**src/rtl/matrix_stream_loader.sv**
```systemverilog
// Stream-to-parallel loader for the 4x4 determinant stage.
// Words arrive row-major on a valid/ready stream; every 16 words are assembled
// into one of two ping-pong register banks, and a completed bank is presented
// in parallel with its own valid/ready handshake. Filling one bank overlaps
// consumption of the other, so a matrix can leave every 16 cycles.
module matrix_stream_loader #(
   parameter int unsigned DATA_W = 32
) (
   input  logic                 clk,
   input  logic                 rst,
   input  logic [DATA_W-1:0]    in_data,
   input  logic                 in_valid,
   input  logic                 in_last,
   output logic                 in_ready,
   output logic [16*DATA_W-1:0] mat_data,
   output logic                 mat_valid,
   input  logic                 mat_ready,
   output logic [3:0]           elem_cnt,
   output logic                 frame_err
);

   // Element k of a bank sits at bits [k*DATA_W +: DATA_W], matching mat_data.
   typedef logic [15:0][DATA_W-1:0] bank_t;

   bank_t      bank0_q, bank0_d;
   bank_t      bank1_q, bank1_d;
   logic [1:0] full_q, full_d;
   logic       wp_q, wp_d;
   logic       rp_q, rp_d;
   logic [3:0] cnt_q, cnt_d;
   logic       ferr_q, ferr_d;

   logic       accept;
   logic       release_mat;
   logic       cnt_end;

   // Handshakes are gated by rst so nothing is accepted or released during reset.
   assign in_ready    = !full_q[wp_q] && !rst;
   assign mat_valid   = full_q[rp_q] && !rst;
   assign mat_data    = rp_q ? bank1_q : bank0_q;
   assign elem_cnt    = cnt_q;
   assign frame_err   = ferr_q;

   assign accept      = in_valid && in_ready;
   assign release_mat = mat_valid && mat_ready;
   assign cnt_end     = (cnt_q == 4'd15);

   // Next-state: element write, framing check/commit, and bank release.
   always_comb begin
      bank0_d = bank0_q;
      bank1_d = bank1_q;
      full_d  = full_q;
      wp_d    = wp_q;
      rp_d    = rp_q;
      cnt_d   = cnt_q;
      ferr_d  = 1'b0;

      if (accept) begin
         if (wp_q) begin
            bank1_d[cnt_q] = in_data;
         end else begin
            bank0_d[cnt_q] = in_data;
         end

         if (cnt_end && in_last) begin
            // Complete frame: hand the bank to the read side.
            full_d[wp_q] = 1'b1;
            wp_d         = ~wp_q;
            cnt_d        = 4'd0;
         end else if (cnt_end || in_last) begin
            // Early or missing in_last: drop the frame, bank stays free.
            ferr_d = 1'b1;
            cnt_d  = 4'd0;
         end else begin
            cnt_d = cnt_q + 4'd1;
         end
      end

      // A commit needs !full[wp] and a release needs full[rp], so the two
      // never touch the same bank in one cycle.
      if (release_mat) begin
         full_d[rp_q] = 1'b0;
         rp_d         = ~rp_q;
      end
   end

   // State registers with synchronous reset; reset drops partial and full banks.
   always_ff @(posedge clk) begin
      if (rst) begin
         bank0_q <= '0;
         bank1_q <= '0;
         full_q  <= 2'b00;
         wp_q    <= 1'b0;
         rp_q    <= 1'b0;
         cnt_q   <= 4'd0;
         ferr_q  <= 1'b0;
      end else begin
         bank0_q <= bank0_d;
         bank1_q <= bank1_d;
         full_q  <= full_d;
         wp_q    <= wp_d;
         rp_q    <= rp_d;
         cnt_q   <= cnt_d;
         ferr_q  <= ferr_d;
      end
   end

endmodule

```
**config.mk**
```make
export PLATFORM = sky130hd
export DESIGN_NAME = matrix_stream_loader
export DESIGN_NICKNAME = d
export VERILOG_FILES = /design/src/rtl/matrix_stream_loader.sv
export SDC_FILE = /design/constraint.sdc
export NUM_CORES = 2
export LEC_CHECK = 0
export CORE_UTILIZATION = 60
export DETAILED_ROUTE_END_ITERATION = 12
export PLACE_DENSITY = 0.86
export SLEW_MARGIN = 20
export SYNTH_ARGS = -nofsm -noshare
export SYNTH_HDL_FRONTEND = slang
export SYNTH_SLANG_ARGS = --single-unit
```
**constraint.sdc**
```tcl
create_clock -name clk -period 3.6 [get_ports clk]
set_clock_uncertainty 0.2 [all_clocks]
set_input_delay 0.54 -clock clk [delete_from_list [all_inputs] [get_ports clk]]
set_output_delay 0.54 -clock clk [all_outputs]
set_load 0.005 [all_outputs]
```
* Word-level counts from Yosys, hierarchy flattened
Index checks and enable logic that the tools add are counted.
Word-level totals: register bits after elaboration 1033
Cells by class: reductions and logical operators 15, muxes and demuxes 19, equality and inequality tests 1, magnitude comparators 6, bitwise operators 6, $add $sub $neg 1
Operator list (count):
- $bwmux 512 | 2
- $mux 512 | 1
- $demux 32 s4 | 1
- $mux 32 | 1
- $logic_and 1x1->1 | 8
- $mux 4 | 2
- $mux 1 | 7
- $mux 2 | 3
- $reduce_and 2->1 | 3
- $lt 4x5->1 const B | 1
- $add 4x1->4 const B | 1
- $eq 4x4->1 const B | 1
- $ge 4x1->1 const B | 1
- $lt 1x2->1 const B | 2
- $not 1->1 | 3
- $reduce_or 3->1 | 1
- $and 2x2->2 | 1
- $demux 1 s1 | 2
- $ge 1x1->1 const B | 2
- $logic_not 1->1 | 2
- $not 2->2 | 1
- $or 2x2->2 | 1
- $logic_or 1x1->1 | 1

* Depth between registers and ports, before layout
word-level depth 9, mapped depth 8, mapped depth without buffers 6

* Worst setup path before layout
Ideal clock, no wire load.
path type reg-to-output, from reg rp_q, to out mat_data[464], arrival 1512 ps, stages on the path, launching flop included 5, path slack 1348 ps, data required time 2860 ps, cells stage by stage dfxtp_1 -> clkbuf_1 -> clkbuf_1 -> buf_2 -> mux2_2
Between the ends: longest elaborated chain between the ends 1
Ends and longest elaborated chain:
- start, declared | RTL line 29 | logic rp_q, rp_d;
- start signal, assigned | RTL line 102 | rp_q <= rp_d;
- $mux 512 | RTL line 40 | assign mat_data = rp_q ? bank1_q : bank0_q;
- end, declared | RTL line 15 | output logic [16*DATA_W-1:0] mat_data,
No other way between the ends.

* Worst setup path after layout
from reg rp_q, to out mat_data[195]
The elaborated chain is that of the path after synthesis.

==> results.json <==
{
  "core_area_sq_um": 70150,
  "synth_xor_area_share_pct": 0.06172,
  "reg2reg_depth": 6,
  "ctsResizeCount": 0,
  "cp.arrival_ns": 2.71,
  "dieArea_sq_um": 72020,
  "clkLatencyLatePin_ns": 0.66,
  "crit_chain": "buf_12, buf_12, mux2_2, clkdlybuf4s50_1",
  "hold_path_class": "in2reg",
  "start_kind": "flip-flop",
  "clock.fmax_mhz": 289.5,
  "finalWorstSetupSlack_ns": 0.1460,
  "synth_ff_type": "dfxtp_1",
  "critPathSlowestCell": "dfxtp_4",
  "muxShareOfSynthArea_pct": 13.60,
  "finalNetCount": 5539,
  "crit_required_ns": 2.86,
  "synth-async-reset-ratio_pct": 0,
  "ys_top_cells_by_area": "dfxtp_1 (49%), nand2_1 (18%), mux2_2 (14%)",
  "min_period_ns": 3.454,
  "cp_num_buf_inv": 3,
  "final_layout_size_suffix_gt1_share_pct": 14.83,
  "yosysMostFrequentCell": "nand2_1",
  "cp.depth": 4,
  "crit_top_cell": "buf_12",
  "synth_cell_types": 37,
  "synth_top_cell_area_share_pct": 48.58,
  "yosys.area_share.adder_pct": 0.1176,
  "finalSetupTns_ns": 0,
  "firstDrtPassIters": 6,
  "start_util_pct": 60.69,
  "synthesis.nets": 5268,
  "synth_edf_count": 0,
  "final_area_sq_um": 51130,
  "status": "finished, final reports clean",
  "yosysWarnings": 0,
  "grt.total_usage_pct": 36.99,
  "cts_tree": "yes",
  "ys_seq_area_share_pct": 48.58,
  "grt_max_degree": 248,
  "cap_viol_max_count": 0,
  "yosys.area.top_type": "dfxtp_1",
  "critical_path_class": "reg2out",
  "syn_area_per_cell_sq_um": 8.145,
  "placed_area_sq_um": 47890,
  "syn_inst": 5227,
  "grt_pass1_wl_microns": 206200,
  "ir_drop_uv": 448.6,
  "holdPathStages": 2,
  "p_total_mw": 22.56,
  "critPathMaxFanout": 44,
  "powerDensity_nw_per_um2": 441.1,
  "viasPerCell": 5.928,
  "holdWs_ns": 0.1346,
  "r2r_slack_ns": 1.13,
  "synth_compound_area_share_pct": 12.17,
  "num_vias": 38640,
  "drt_iter0_drc": 4887,
  "synth_top_family_by_area": "simple AND/OR/NAND/NOR gates",
  "relSlewSlack_pct": 7.702,
  "post_drt_wl_per_cell_microns": 21.23,
  "antenna_found_initial": 0,
  "syn_area_sq_um": 42570,
  "yosys.area_share.simple_pct": 20.12,
  "leakage_nw": 17.39,
  "worst-slew-pin-transition_ns": 1.384,
  "drc_errors": 0,
  "cts_buffer_depth": 3,
  "grt_pass1_vias": 36100,
  "h-tree-depth": 3,
  "n_fill_cell": 5052,
  "grt_overflow_total": 0,
  "area_growth_pct": 20.11,
  "hold_viol": 0,
  "ys_ff_latch": 1033,
  "ant_nets": 0,
  "routed_wirelength_microns": 138400,
  "timing.final.crit_share_pct": 95.95,
  "dp_cells": 6336,
  "hpwlAfterDp_microns": 80240,
  "path_delay_family": "buffers and inverters",
  "place_ws_ns": 0.5932,
  "cpPeakStageDelay_ns": 0.55,
  "cts_hold_buf": 0,
  "io_pins": 556,
  "final_cells": 6518,
  "clk_pin_slew_worst_paths_ns": 0.06,
  "fin_util_pct": 72.89,
  "fp.dieW_microns": 268.4,
  "clock-sinks": 1033,
  "fp.dieH_microns": 268.4,
  "postCtsSetupRepairBufs": 0,
  "rsz0062_at_grt": "false",
  "slew_violations": 0,
  "numPortBuffers": 555,
  "ys_top_cells_by_count": "nand2_1 (2054), dfxtp_1 (1033), a21oi_1 (1027)",
  "gp_congestion": 0.8256,
  "endpoint_kind": "output port",
  "setup_viol": 0,
  "cts-root-buf": "clkbuf_16",
  "cts_buffers": 100,
  "rows": 97
}
[where the power goes]
part / switching [mW] / internal [mW] / total [mW]
registers: 0.0125 / 11.5 / 11.5
clock network: 4.49 / 5.86 / 10.3
logic: 0.615 / 0.127 / 0.743
total: 5.12 / 17.4 / 22.6
[flip-flops by register name, indices dropped and copies added (netlist names)]
signal / count
bank0_q: 512
wp_q: 1
frame_err: 1
full_q: 2
bank1_q: 512
rp_q: 1
elem_cnt: 4
[placed cells by master (no fill, tap or decap), types with 3 or more instances in the layout]
master | netlist | layout
a21oi_1 | 1027 | 1027
and2_1 | 3 | 3
and3b_1 | 4 | 4
buf_12 | 0 | 14
buf_2 | 119 | 31
buf_4 | 15 | 82
clkbuf_1 | 307 | 36
clkbuf_16 | 0 | 102
clkbuf_8 | 1 | 26
clkdlybuf4s50_1 | 0 | 522
clkinv_2 | 0 | 8
dfxtp_1 | 1033 | 1032
ha_1 | 4 | 4
inv_1 | 3 | 3
inv_16 | 0 | 3
mux2_2 | 512 | 512
nand2_1 | 2054 | 2054
nand2b_1 | 4 | 3
nand3_1 | 33 | 33
nand3b_4 | 4 | 4
nand4_1 | 5 | 5
nor2_1 | 7 | 7
nor2b_1 | 5 | 4
nor3_4 | 14 | 30
[worst paths after layout]
path / from / end
setup / recovery: rp_q / mat_data[195]
hold / removal: rst / bank0_q[330]
setup reg to reg: wp_q / bank1_q[219]
hold reg to reg: bank0_q[320] / bank0_q[320]
[cell type report]
type | count | area (sq um) | area share, %
Antenna cell | 2 | 5.005 | 0.009788
Clock buffer | 164 | 3045 | 5.956
Clock inverter | 16 | 183.9 | 0.3597
Inverter | 3 | 11.26 | 0.02202
Multi-Input combinational cell | 3710 | 19740 | 38.60
Sequential cell | 1033 | 20680 | 40.45
Tap cell | 940 | 1176 | 2.300
Timing Repair Buffer | 650 | 6291 | 12.30
[per-layer routing]
layer	track usage (%)	vias to the layer above	routed length [microns]
met5	0	-	0
met4	24.32	0	9898
met3	8.018	500	14510
met2	57.23	2138	62560
met1	46.60	18390	51440
li1	-	17610	-
[kinds of logic after synthesis]
logic type                 Yosys count
AOI/OAI and AO/OA                 1033
xor gates and xnor gates             3
adders and majority gates            4
buffers and inverters              484
DFF                               1033
muxes                              514
and+or+nand+nor                   2156
(Power assumes the default switching activity.)
